==> src/rtl/ext_bus_host.sv <==
// Host-side initiator for the EXT_BUS CD mailbox: polls CD_GET for new core messages and
// issues CD_SET transactions carrying 48-bit replies.
module ext_bus_host #(
    parameter int unsigned POLL_DIV = 1024,
    parameter int unsigned STB_GAP  = 3,
    parameter int unsigned IDLE_GAP = 4
) (
    input  logic        clk_sys,
    input  logic        reset_n,
    output logic        ext_enable,
    output logic        ext_strobe,
    output logic [15:0] ext_dout,
    input  logic [15:0] ext_din,
    input  logic        ext_dout_en,
    output logic [47:0] msg_data,
    output logic        msg_valid,
    output logic        msg_lost,
    input  logic [47:0] rsp_data,
    input  logic        rsp_valid,
    output logic        rsp_ready,
    output logic        busy,
    output logic        no_dev
);

    localparam int unsigned PollW = $clog2(POLL_DIV);
    localparam int unsigned WaitW = $clog2(STB_GAP);
    localparam int unsigned GapW  = $clog2(IDLE_GAP);

    localparam logic [PollW-1:0] PollReload = PollW'(POLL_DIV - 1);
    localparam logic [WaitW-1:0] WaitReload = WaitW'(STB_GAP - 2);
    localparam logic [GapW-1:0]  GapReload  = GapW'(IDLE_GAP - 1);

    localparam logic [15:0] CmdGet = 16'h0034;
    localparam logic [15:0] CmdSet = 16'h0035;

    typedef enum logic [1:0] {StIdle, StStrobe, StWait, StGap} state_e;

    state_e           state_q;
    logic [PollW-1:0] poll_q;
    logic [WaitW-1:0] wait_q;
    logic [GapW-1:0]  gap_q;
    logic [1:0]       word_q;
    logic             is_set_q;
    logic [47:0]      rsp_q;
    logic [7:0]       cnt_new_q;
    logic [7:0]       last_cnt_q;
    logic [31:0]      shadow_q;

    logic             ext_enable_q;
    logic             ext_strobe_q;
    logic [15:0]      ext_dout_q;
    logic [47:0]      msg_data_q;
    logic             msg_valid_q;
    logic             msg_lost_q;
    logic             rsp_ready_q;
    logic             busy_q;
    logic             no_dev_q;

    logic             abort;
    logic             no_change;
    logic             end_txn;
    logic [1:0]       next_word;
    logic [7:0]       cnt_diff;

    // Word presented with the strobe for a given slot of a GET or SET.
    function automatic logic [15:0] word_of(input logic set, input logic [1:0] idx,
                                            input logic [47:0] rsp);
        logic [15:0] w;
        w = 16'h0000;
        if (set) begin
            unique case (idx)
                2'd0: w = CmdSet;
                2'd1: w = rsp[15:0];
                2'd2: w = rsp[31:16];
                2'd3: w = rsp[47:32];
            endcase
        end else if (idx == 2'd0) begin
            w = CmdGet;
        end
        return w;
    endfunction

    always_comb begin
        abort     = (word_q == 2'd0) && !ext_dout_en;
        no_change = !is_set_q && (word_q == 2'd0) && (ext_din[7:0] == last_cnt_q);
        end_txn   = abort || no_change || (word_q == 2'd3);
        next_word = word_q + 2'd1;
        cnt_diff  = cnt_new_q - last_cnt_q;
    end

    always_ff @(posedge clk_sys or negedge reset_n) begin
        if (!reset_n) begin
            state_q      <= StIdle;
            poll_q       <= PollReload;
            wait_q       <= '0;
            gap_q        <= '0;
            word_q       <= 2'd0;
            is_set_q     <= 1'b0;
            rsp_q        <= '0;
            cnt_new_q    <= 8'h00;
            last_cnt_q   <= 8'h00;
            shadow_q     <= '0;
            ext_enable_q <= 1'b0;
            ext_strobe_q <= 1'b0;
            ext_dout_q   <= 16'h0000;
            msg_data_q   <= '0;
            msg_valid_q  <= 1'b0;
            msg_lost_q   <= 1'b0;
            rsp_ready_q  <= 1'b0;
            busy_q       <= 1'b0;
            no_dev_q     <= 1'b0;
        end else begin
            ext_strobe_q <= 1'b0;
            msg_valid_q  <= 1'b0;
            // Counter parks at zero so an expiry during a SET stays pending.
            if (poll_q != '0) begin
                poll_q <= poll_q - 1'b1;
            end

            unique case (state_q)
                StIdle: begin
                    rsp_ready_q <= 1'b1;
                    if (rsp_valid && rsp_ready_q) begin
                        rsp_q        <= rsp_data;
                        is_set_q     <= 1'b1;
                        word_q       <= 2'd0;
                        state_q      <= StStrobe;
                        ext_enable_q <= 1'b1;
                        ext_strobe_q <= 1'b1;
                        ext_dout_q   <= CmdSet;
                        busy_q       <= 1'b1;
                        rsp_ready_q  <= 1'b0;
                    end else if (poll_q == '0) begin
                        poll_q       <= PollReload;
                        is_set_q     <= 1'b0;
                        word_q       <= 2'd0;
                        state_q      <= StStrobe;
                        ext_enable_q <= 1'b1;
                        ext_strobe_q <= 1'b1;
                        ext_dout_q   <= CmdGet;
                        busy_q       <= 1'b1;
                        rsp_ready_q  <= 1'b0;
                    end
                end

                StStrobe: begin
                    state_q    <= StWait;
                    wait_q     <= WaitReload;
                    ext_dout_q <= 16'h0000;
                end

                StWait: begin
                    if (wait_q != '0) begin
                        wait_q <= wait_q - 1'b1;
                    end else begin
                        if (abort) begin
                            no_dev_q <= 1'b1;
                        end
                        if (!is_set_q && !abort) begin
                            unique case (word_q)
                                2'd0: cnt_new_q       <= ext_din[7:0];
                                2'd1: shadow_q[15:0]  <= ext_din;
                                2'd2: shadow_q[31:16] <= ext_din;
                                2'd3: begin
                                    msg_data_q  <= {ext_din, shadow_q};
                                    msg_valid_q <= 1'b1;
                                    msg_lost_q  <= (cnt_diff > 8'd1);
                                    last_cnt_q  <= cnt_new_q;
                                end
                            endcase
                        end
                        if (end_txn) begin
                            state_q      <= StGap;
                            gap_q        <= GapReload;
                            ext_enable_q <= 1'b0;
                        end else begin
                            state_q      <= StStrobe;
                            word_q       <= next_word;
                            ext_strobe_q <= 1'b1;
                            ext_dout_q   <= word_of(is_set_q, next_word, rsp_q);
                        end
                    end
                end

                StGap: begin
                    if (gap_q == '0) begin
                        state_q     <= StIdle;
                        busy_q      <= 1'b0;
                        rsp_ready_q <= 1'b1;
                    end else begin
                        gap_q <= gap_q - 1'b1;
                    end
                end

                default: state_q <= StIdle;
            endcase
        end
    end

    assign ext_enable = ext_enable_q;
    assign ext_strobe = ext_strobe_q;
    assign ext_dout   = ext_dout_q;
    assign msg_data   = msg_data_q;
    assign msg_valid  = msg_valid_q;
    assign msg_lost   = msg_lost_q;
    assign rsp_ready  = rsp_ready_q;
    assign busy       = busy_q;
    assign no_dev     = no_dev_q;

endmodule
==> config.mk <==
export PLATFORM = sky130hd
export DESIGN_NAME = ext_bus_host
export DESIGN_NICKNAME = d
export VERILOG_FILES = /design/src/rtl/ext_bus_host.sv
export SDC_FILE = /design/constraint.sdc
export NUM_CORES = 1
export LEC_CHECK = 0
export CORE_ASPECT_RATIO = 1.1
export CORE_MARGIN = 3
export CORE_UTILIZATION = 50
export CTS_CLUSTER_DIAMETER = 50
export CTS_CLUSTER_SIZE = 28
export DETAILED_ROUTE_END_ITERATION = 6
export PLACE_DENSITY = 0.76
export SYNTH_ARGS = -nofsm -noshare
export SYNTH_HDL_FRONTEND = slang
export SYNTH_SLANG_ARGS = --single-unit
==> constraint.sdc <==
create_clock -name clk_sys -period 5.54 [get_ports clk_sys]
set_clock_uncertainty 0.2 [all_clocks]
set_input_delay 1.108 -clock clk_sys [delete_from_list [all_inputs] [get_ports clk_sys]]
set_output_delay 1.108 -clock clk_sys [all_outputs]
set_load 0.05 [all_outputs]
## Word level (Yosys, flattened, before mapping)

Cells that the tools add are included.
W data, S select, Z words.

- Div/mod/pow operators: 0
- Reductions and logical operators: 38
- $lt $le $gt $ge: 1
- Equality and inequality tests: 17
- Bitwise gates (word level): 1
- Mux-type cells: 51
- Multiply operators: 0
- $add $sub $neg: 5
- Shift operators: 0

Operator list:

| cell | number |
|---|---|
| $mux W16 | 5 |
| $pmux W16 S4 | 1 |
| $pmux W16 S3 | 1 |
| $mux W10 | 4 |
| $reduce_and A4 Y1 | 8 |
| $mux W2 | 13 |
| $mux W1 | 18 |
| $eq A2 B2 Y1 const B | 6 |
| $ne A2 B2 Y1 const B | 6 |
| $pmux W2 S2 | 3 |
| $reduce_bool A2 Y1 | 6 |
| $logic_not A10 Y1 | 1 |
| $reduce_bool A10 Y1 | 1 |
| $sub A10 B1 Y10 const B | 1 |
| $reduce_and A3 Y1 | 3 |
| $eq A8 B8 Y1 | 1 |
| $gt A8 B1 Y1 const B | 1 |
| $logic_not A2 Y1 | 4 |
| $pmux W1 S2 | 4 |
| $pmux W2 S4 | 1 |
| $reduce_and A2 Y1 | 4 |
| $sub A8 B8 Y8 | 1 |
| $eq A2 B1 Y1 const B | 3 |
| $mux W6 | 1 |
| 8 further kinds | 16 |

- Memory bits (writable): 0
- ROM bits: 0
- Bits in latches: 0
- Output and inout bits: 71
- Logic and storage cells: 133
- Register bits: 186
- Memories kept: 0

## Longest topological paths before layout

Gate-level depths: netlist (run 1).

- Word-level depth: 8
- Mapped depth: 9

## Worst setup path before layout (run 1)

No wires, ideal clock.

- Kind: input port to flip-flop
- Start point: in ext_din[6]
- End point: reg ext_dout_q[0], in the netlist ext_dout[0]
- Stages: 5
- Slack: 2.704 ns
- Arrival: 2.511 ns
- Cells stage by stage: xor2_1 -> nor4_1 -> a31oi_1 -> o21ai_1 -> mux2_2

- Cells in the longest elaborated chain, start to end: 6

Ends and longest elaborated chain:

| what | RTL line | text |
|---|---|---|
| start, declared | 13 | `input logic [15:0] ext_din,` |
| $eq A8 B8 Y1 | 85 | `no_change = !is_set_q && (word_q == 2'd0) && (ext_din[7:0] == last_cnt_q);` |
| $logic_and A1 B1 Y1 | 85 |  |
| $logic_or A1 B1 Y1 (2 in a row) | 86 | `end_txn = abort \|\| no_change \|\| (word_q == 2'd3);` |
| $ne A2 B2 Y1 (no source line) | - |  |
| $reduce_and A4 Y1 (no source line) | - |  |
| end signal, assigned | 130 | `ext_dout_q <= CmdSet;` |
| end signal, assigned | 140 | `ext_dout_q <= CmdGet;` |
| end signal, assigned | 180 | `ext_dout_q <= word_of(is_set_q, next_word, rsp_q);` |
| end, declared | 51 | `logic [15:0] ext_dout_q;` |

No other way between the ends.
A chain may end at the register's enable or synchronous reset.

## Worst setup path after layout (run 1)

- Start point: in ext_din[6]
- End point: reg ext_dout_q[13], in the netlist ext_dout[13]

The elaborated chain is that of the path after synthesis.

==> flow_summary.json, run 1 <==
{
  "final_cells": 944,
  "cts.sinks": 186,
  "highest-signal-layer": "met4",
  "die_x_um": 127,
  "cts_tree": "done",
  "drv_cap": 0,
  "crit_fanout": 12,
  "reg2regPathDepth": 7,
  "ys.flop_type": "dfrtp_1",
  "drtIter0Drc": 309,
  "grt_pass1_vias": 5575,
  "yosysWarnings": 0,
  "netSwitchingPower_mw": 1.51,
  "worst_ir_drop_vdd_v": 0.000239,
  "rows": 47,
  "vias": 5295,
  "dpl_cell_area_um2": 9600,
  "wl_per_cell_um": 18.7,
  "routed_wl_um": 17700,
  "finalSetupTns_ns": 0,
  "synth_top_area_share_pct": 54.8,
  "fin_area_um2": 10200,
  "core_area_um2": 15400,
  "outcome": "finished, final reports clean",
  "hold_buffers": 0,
  "cp.arrival_ns": 3.61,
  "drtAntennaViolNets": 0,
  "max_freq_mhz": 282,
  "wl_met2_um": 8860,
  "p_leak_nw": 4.54,
  "synth.area.top_cells": "dfrtp_1, mux2_2, dfstp_2",
  "drive_gt1_share_pct": 26.1,
  "drc": 0,
  "nets": 824,
  "ys_ff_latch": 186,
  "ys_seq_area_share_pct": 58.1,
  "grt_pass1_wl_um": 29300,
  "maxSlewHeadroom_pct": 35.9,
  "worstMarginPinSlew_ns": 0.957,
  "power_frac_clock_pct": 26.5,
  "yosysMostFrequentCell": "dfrtp_1",
  "p_int_mw": 2.94,
  "area_growth_pct": 26.6,
  "grt_max_degree": 101,
  "drv_slew": 0,
  "placed_cells": 913,
  "top_level_ports": 139,
  "track_usage_pct": 20.6,
  "r2r-start": "word_q[0]$_DFFE_PN0P_",
  "htree_levels": 4,
  "gp_congestion": 0.855,
  "route.met3.wl_um": 1150,
  "worstPathRequired_ns": 5.60,
  "first_pass_iters": 5,
  "hold_start": "wait_q[1]$_DFFE_PN0P_",
  "swShare_pct": 33.9,
  "combinationalPowerShare_pct": 31.1,
  "fp.dieH_um": 139,
  "wl_met1_um": 7500,
  "overflow": 0,
  "syn_inst": 603,
  "post_cts_buffers": 0,
  "min_path_type": "flip-flop to flip-flop",
  "p_per_area_nw_per_um2": 438,
  "holdPathEnd": "wait_q[1]$_DFFE_PN0P_",
  "antenna_found_initial": 0,
  "setup_viol_count_final": 0,
  "cts_inserted_buffers": 17,
  "p_seq_share_pct": 42.4,
  "cp-start-kind": "input pin",
  "cts.path.max_buffers": 2,
  "netlist_area_um2": 8040,
  "cts.repair.resized": 0,
  "rsz0062_at_grt": "no",
  "start_util_pct": 52.2,
  "synth-edff-count": 0,
  "clkTransAtPathRegs_ns": 0.07,
  "r2r_slack_ns": 2.30,
  "numPortBuffers": 138,
  "die_area_um2": 17600,
  "holdPathStages": 2,
  "reg2reg_to": "ext_dout[13]$_DFFE_PN0P_",
  "via_per_inst": 5.61,
  "yosys-top-cells-count": "dfrtp_1, mux2_2, nand2_1, inv_1, ha_1",
  "syn_avg_cell_area_um2": 13.3,
  "async_flop_share_pct": 100,
  "fin_crit_sh_pct": 63.9,
  "hold_viol": 0,
  "cts-root-buf": "clkbuf_16",
  "synth_cell_types": 54,
  "clk_latency_ns": 0.42,
  "period_needed_ns": 3.54,
  "synth_nets": 691,
  "cp-end-kind": "flip-flop",
  "diodes": 0,
  "dp_hpwl_um": 12300,
  "crit_type": "input pin to flip-flop",
  "synth_area_leader_cell": "dfrtp_1"
}
==> per-stage QoR <==
stage | hold slack (ns) | setup WS (ns) | utilization (%) | total power, mW
3_3_place_gp | 0.266 | 1.64 | 62.3 | 3.22
4_1_cts | 0.300 | 2.01 | 66.0 | 4.48
3_5_place_dp | 0.288 | 1.56 | 62.3 | 3.30
5_1_grt | 0.308 | 1.80 | 66.0 | 4.70
2_1_floorplan | 0.248 | 2.70 | - | 2.84
6_report | 0.296 | 2.00 | 66.0 | 4.45
==> cell families after synthesis <==
family,after synthesis,share of synthesized area [%]
DFF,186,58.1
muxes,143,20.0
AOI/OAI and AO/OA,95,8.81
and+or+nand+nor,89,5.64
buffers and inverters,55,2.66
adders and majority gates,20,3.21
xor gates and xnor gates,15,1.63
==> power by group through the flow <==
stage	registers, mW	logic, mW	clock network, mW
after detailed placement	1.91	1.39	0
after global routing	1.92	1.51	1.26
after global placement	1.88	1.34	0
final	1.89	1.39	1.18
after floorplan	2.05	0.788	0
after CTS	1.89	1.40	1.20
==> flip-flops by register name, indices dropped and copies added, names as in the netlist <==
name	cells
msg_data	48
rsp_q	48
shadow_q	32
ext_dout	16
poll_q	10
cnt_new_q	8
last_cnt_q	8
gap_q	2
state_q	2
wait_q	2
word_q	2
busy	1
ext_enable	1
ext_strobe	1
is_set_q	1
msg_lost	1
msg_valid	1
no_dev	1
rsp_ready	1
==> area by class of cell <==
cell class              instances  area (µm²)
fillers                      1127        5230
clock inverters                12         134
multi-input cells             362        3170
well taps                     196         245
inverters                      26        97.6
flip-flops and latches        186        4670
repair buffers                143        1420
clock buffers                  19         443
==> routing by layer <==
| layer | global-route usage (%) | up-vias |
|---|---|---|
| li1 | - | 2448 |
| met1 | 27.3 | 2690 |
| met2 | 33.5 | 144 |
| met3 | 6.01 | 13 |
| met4 | 5.31 | 0 |
| met5 | 0 | - |
==> how the worst max path moves through the flow <==
| stage | startpoint | depth (start not counted) | endpoint | slack (ns) |
|---|---|---|---|---|
| after floorplan | ext_din[6] | 5 | ext_dout[0]$_DFFE_PN0P_ | 2.70 |
| after global placement | ext_din[6] | 6 | ext_dout[11]$_DFFE_PN0P_ | 1.64 |
| after detailed placement | ext_din[6] | 6 | ext_dout[13]$_DFFE_PN0P_ | 1.56 |
| after CTS | ext_din[6] | 6 | ext_dout[13]$_DFFE_PN0P_ | 2.01 |
| after global routing | ext_din[6] | 6 | ext_dout[1]$_DFFE_PN0P_ | 1.80 |
| final | ext_din[6] | 6 | ext_dout[13]$_DFFE_PN0P_ | 2.00 |
==> cell usage in the layout, fill, tap and decap left out, types with 4 or more instances in the layout <==
cell type and n:
o21ai_0 18, clkdlybuf4s50_1 137, dfrtp_1 176, inv_1 26, ha_1 19, nand2_1 28
mux2_2 139, nor2_1 12, mux2i_1 4, a21oi_1 14, clkinvlp_4 4, nor3_1 12
a21o_1 4, nor2b_1 6, xnor2_1 4, a222oi_1 15, nor3b_1 4, or3_1 4
buf_4 5, dfstp_2 10, clkbuf_16 17, xor2_1 11, o2bb2ai_1 12, nand3_1 4
==> worst max-delay path, cell delays in order <==
cell and delay, ns:
clkdlybuf4s50_1 0.52, xor2_1 0.20, nor4_1 0.53, a31oi_1 0.25, o211ai_1 0.81, o2bb2ai_1 0.19
Power figures use the tool's default switching activity.
==> inputs of run 2 (changes only) <==
==> constraint.sdc (replaced) <==
create_clock -name clk_sys -period 3.4 [get_ports clk_sys]
set_clock_uncertainty 0.2 [all_clocks]
set_input_delay 0.68 -clock clk_sys [delete_from_list [all_inputs] [get_ports clk_sys]]
set_output_delay 0.68 -clock clk_sys [all_outputs]
set_load 0.05 [all_outputs]
==> run 2 against run 1 <==
Against the previous run: the run now ends with DRC left; die area unchanged; power increased by 65%; clock power increased by 68%; combinational power increased by 65%; global-route usage increased by 0.26 points; cell count increased by 0.85%; non-clock buffer count increased by 8; setup slack got worse by 1.3 ns; first-iteration DRC count decreased by 13%; routed wire length increased by 1.4%; sequential share of layout area decreased by 0.43 points; design area increased by 0.95%; critical path type is now flip-flop to flip-flop; largest cell class unchanged; largest power group unchanged.
==> flow_summary.json, run 2 (synthesized netlist as in run 1, its figures left out) <==
{
  "drtIter0Drc": 268,
  "outcome": "complete, but fails checks",
  "reg2reg_to": "state_q[1]$_DFFE_PN0P_",
  "area_growth_pct": 27.8,
  "register_area_um2": 4670,
  "cts.path.max_buffers": 2,
  "hold_slack_ns": 0.104,
  "post_cts_buffers": 0,
  "p_leak_nw": 4.61,
  "grt_busiest_layer": "met2",
  "max_stage_delay_ns": 0.62,
  "multi_input_area_um2": 3170,
  "dp_hpwl_um": 12300,
  "finalSetupTns_ns": 0,
  "dp_slack_ns": 0.349,
  "worstMarginPinSlew_ns": 0.829,
  "clkTransAtPathRegs_ns": 0.07,
  "core_area_um2": 15400,
  "nets": 832,
  "die_x_um": 127,
  "wl_per_cell_um": 18.8,
  "cp.arrival_ns": 2.83,
  "path_cells": "inv_1 > ha_1 > or4b_1 > o31a_4 > or3_4 > o21bai_1 > a21o_1",
  "via_per_inst": 5.63,
  "diodes": 0,
  "max_freq_mhz": 369,
  "drv_cap": 0,
  "drtAntennaViolNets": 0,
  "track_usage_pct": 20.9,
  "drive_gt1_share_pct": 27.0,
  "numPortBuffers": 138,
  "p_per_area_nw_per_um2": 715,
  "overflow": 0,
  "cts.repair.resized": 0,
  "drc": 1,
  "min_path_type": "input pin to async pin",
  "critPathSlowestCell": "or4b_1",
  "worst_ir_drop_vdd_v": 0.000348,
  "maxSlewHeadroom_pct": 44.7,
  "cts.sinks": 186,
  "r2r-start": "poll_q[0]$_DFF_PN1_",
  "gp_congestion": 0.833,
  "drv_slew": 0,
  "worst_slack_ns": 0.690,
  "worstPathRequired_ns": 3.52,
  "top_level_ports": 139,
  "fin_crit_sh_pct": 79.7,
  "cts_inserted_buffers": 17,
  "cp-start-kind": "flip-flop",
  "clk_latency_ns": 0.43,
  "htree_levels": 4,
  "layout_commonest_cell": "dfrtp_1",
  "grt_pass1_wl_um": 29600,
  "cts_tree": "done",
  "hold_viol": 0,
  "hold_buffers": 0,
  "rows": 47,
  "use_met2_pct": 34.0,
  "grt_pass1_vias": 5739,
  "die_area_um2": 17600,
  "period_needed_ns": 2.71,
  "violations": "DRC",
  "fp.dieH_um": 139,
  "routed_wl_um": 17900,
  "reg2regPathDepth": 7,
  "final_cell_mix": "dfrtp_1, mux2_2, clkdlybuf4s50_1",
  "fill_cells": 1133,
  "grt_use_met3_pct": 5.47,
  "cts-root-buf": "clkbuf_16",
  "r2r_slack_ns": 0.69,
  "grt_max_degree": 84,
  "setup_viol_count_final": 0,
  "cp-end-kind": "flip-flop",
  "grt.met1_usage_pct": 27.1,
  "crit_fanout": 9,
  "rsz0062_at_grt": "no",
  "antenna_found_initial": 0,
  "vias": 5359,
  "crit_type": "flip-flop to flip-flop",
  "first_pass_iters": 7,
  "start_util_pct": 52.2
}
## run 2: power by group
part | switching, mW | total [mW] | internal (mW)
clock | 0.848 | 1.98 | 1.13
sequential | 0.327 | 3.08 | 2.75
combinational | 1.27 | 2.29 | 1.02
## run 2: area by class of cell
type / count / share of cell area (%)
Clock buffer: 19 / 4.41
Inverter: 26 / 0.950
Tap cell: 196 / 2.39
Clock inverter: 12 / 1.32
Timing Repair Buffer: 151 / 14.7
Multi-Input combinational cell: 362 / 30.8
Sequential cell: 186 / 45.4
## run 2: per-stage QoR
| stage | power [mW] | utilization (%) | cells | instance area, µm² |
|---|---|---|---|---|
| finish | 7.34 | 66.7 | 952 | 10300 |
| global route | 7.72 | 66.7 | 952 | 10300 |
| CTS | 7.39 | 66.7 | 952 | 10300 |
| detailed placement | 5.40 | 62.8 | 921 | 9680 |
| global placement | 5.28 | 62.8 | 921 | 9680 |
| floorplan | 4.63 | - | 603 | 8040 |
## run 2: critical path, delay by kind of cell, from the launching register on
kind	cells	cell delay [ns]
AND/OR/NAND/NOR	2	1.04
AO/OA/AOI/OAI	3	0.75
flip-flops	1	0.38
adder cells (fa/ha/maj)	1	0.19
buffers and inverters	1	0.05
## run 2: worst max path at each step
stage	from	end	slack, ns	depth (start not counted)
after global routing	poll_q[0]$_DFF_PN1_	state_q[1]$_DFFE_PN0P_	0.56	7
after floorplan	poll_q[0]$_DFF_PN1_	state_q[1]$_DFFE_PN0P_	0.86	8
final	poll_q[0]$_DFF_PN1_	state_q[1]$_DFFE_PN0P_	0.69	7
after global placement	ext_din[6]	ext_dout[0]$_DFFE_PN0P_	0.31	6
after CTS	poll_q[0]$_DFF_PN1_	state_q[1]$_DFFE_PN0P_	0.69	7
after detailed placement	ext_din[6]	ext_dout[8]$_DFFE_PN0P_	0.35	7
## run 2: metal layers
layer | up-vias | share of wire [%]
met2 | 136 | 49
met3 | 28 | 5.8
li1 | 2472 | -
met1 | 2723 | 43
met4 | 0 | 2.0
met5 | - | 0
==> inputs of run 3 (changes only) <==
==> constraint.sdc (replaced) <==
create_clock -name clk_sys -period 2.74 [get_ports clk_sys]
set_clock_uncertainty 0.2 [all_clocks]
set_input_delay 0.548 -clock clk_sys [delete_from_list [all_inputs] [get_ports clk_sys]]
set_output_delay 0.548 -clock clk_sys [all_outputs]
set_load 0.05 [all_outputs]
==> run 3 against run 2 <==
Against the previous run: the flow now finishes without violations; register-to-register slack got worse by 0.52 ns; core utilization up 0.94 points; cell count up 1.5%.
==> flow_summary.json, run 3 (synthesized netlist as in run 1, its figures left out) <==
{
  "final_cells": 966,
  "max_freq_mhz": 389,
  "dpl_cell_area_um2": 9800,
  "drive_gt1_share_pct": 28.2,
  "cts-root-buf": "clkbuf_16",
  "fin_area_um2": 10400,
  "cp-start-kind": "flip-flop",
  "cts_tree": "done",
  "final_cell_mix": "dfrtp_1, mux2_2, clkdlybuf4s50_1",
  "hold_start": "poll_q[8]$_DFF_PN1_",
  "track_usage_pct": 21.3,
  "outcome": "finished, final reports clean",
  "crit_fanout": 8,
  "r2r-start": "poll_q[0]$_DFF_PN1_",
  "fill_cells": 1109,
  "routed_wl_um": 18300,
  "htree_levels": 4,
  "cts_inserted_buffers": 17,
  "crit_type": "flip-flop to flip-flop",
  "p_leak_nw": 4.68,
  "hold_viol": 0,
  "cp-end-kind": "flip-flop",
  "nets": 845,
  "grt_max_degree": 78,
  "period_needed_ns": 2.57,
  "wl_per_cell_um": 19.0,
  "setup_viol_count_final": 0,
  "register_area_um2": 4670,
  "die_area_um2": 17600,
  "p_per_area_nw_per_um2": 882,
  "gp_congestion": 0.828,
  "rows": 47,
  "worstMarginPinSlew_ns": 0.834,
  "cp.arrival_ns": 2.68,
  "multi_input_area_um2": 3170,
  "die_x_um": 127,
  "cp-startpoint": "poll_q[0]$_DFF_PN1_",
  "drtIter0Drc": 200,
  "worst_ir_drop_vdd_v": 0.000529,
  "grt_pass1_wl_um": 30100,
  "grt_pass1_vias": 5850,
  "layout_commonest_cell": "dfrtp_1",
  "numPortBuffers": 138,
  "placed_cells": 933,
  "min_path_type": "flip-flop to flip-flop",
  "via_per_inst": 5.60,
  "vias": 5409,
  "core_area_um2": 15400,
  "cts.repair.resized": 0,
  "drtAntennaViolNets": 0,
  "drv_cap": 0,
  "fp.dieH_um": 139,
  "drc": 0,
  "cts.sinks": 186,
  "start_util_pct": 52.2,
  "diodes": 0,
  "drv_slew": 0,
  "maxSlewHeadroom_pct": 44.4,
  "rsz0062_at_grt": "no",
  "dp_hpwl_um": 12700,
  "antenna_found_initial": 0,
  "cts.path.max_buffers": 2,
  "fin_crit_sh_pct": 93.8,
  "area_growth_pct": 29.6,
  "first_pass_iters": 5,
  "clk_latency_ns": 0.44,
  "overflow": 0,
  "top_level_ports": 139,
  "clkTransAtPathRegs_ns": 0.07,
  "worstPathRequired_ns": 2.85
}
[run 3: cell count changes in the layout (fill, tap and decap cells not counted), sizes merged]
cell / previous run / this run
inv: 31 / 35
dlygate4sd3: 0 / 1
bufinv: 2 / 0
clkbuf: 19 / 18
buf: 14 / 26
[run 3: where the power goes]
group / switching (mW) / leakage, nW / internal [mW]
logic: 1.59 / 2.01 / 1.31
clock network: 1.20 / 0.294 / 1.27
registers: 0.400 / 2.37 / 3.41
total: 3.20 / 4.68 / 5.99
[run 3: stage by stage]
stage / setup slack [ns] / setup TNS [ns] / power (mW) / util [%] / hold slack, ns
6_report: 0.169 / 0 / 9.18 / 67.6 / 0.291
5_1_grt: 0.0228 / 0 / 9.68 / 67.6 / 0.318
4_1_cts: 0.157 / 0 / 9.24 / 67.6 / 0.290
3_5_place_dp: -0.117 / -1.06 / 6.76 / 63.6 / 0.273
3_3_place_gp: -0.0644 / -0.604 / 6.60 / 63.6 / 0.264
2_1_floorplan: 0.196 / 0 / 5.74 / - / 0.0524
[run 3: worst max-delay path: stages, from the launching register on]
cell and delay [ns]:
dfstp_2 0.39, inv_1 0.05, ha_1 0.19, or4b_1 0.50
buf_4 0.19, or3_1 0.42, nand2_1 0.18, nand2_1 0.07
a32o_1 0.28
[run 3: final timing paths]
check	end	slack [ns]	cells after the start
max in group asynchronous	msg_data[41]$_DFFE_PN0P_	1.19	3
setup / recovery	busy$_DFFE_PN0P_	0.17	8
setup reg to reg	busy$_DFFE_PN0P_	0.17	8
hold reg to reg	poll_q[8]$_DFF_PN1_	0.29	2
hold / removal	poll_q[8]$_DFF_PN1_	0.29	2
min in group asynchronous	msg_data[0]$_DFFE_PN0P_	0.43	2
[run 3: per-layer routing]
| metal | up-vias | wire, µm | track usage, % |
|---|---|---|---|
| met5 | - | 0 | 0 |
| met4 | 0 | 187 | 4.80 |
| met3 | 21 | 1330 | 7.59 |
| met2 | 162 | 9340 | 35.9 |
| met1 | 2729 | 7480 | 26.5 |
| li1 | 2497 | - | - |
[run 3: final cells by class]
cell class / instances / share of cell area [%]
clock buffers: 18 / 4.22
clock inverters: 14 / 1.62
inverters: 26 / 0.937
multi-input cells: 362 / 30.4
flip-flops and latches: 186 / 44.8
well taps: 196 / 2.35
repair buffers: 164 / 15.7
[run 3: timing repair]
item | 4_1_cts | 5_1_grt
setup buffers | 0 | 0
hold buffers | 1 | 0
endpoints found under the hold margin | 33 | 0
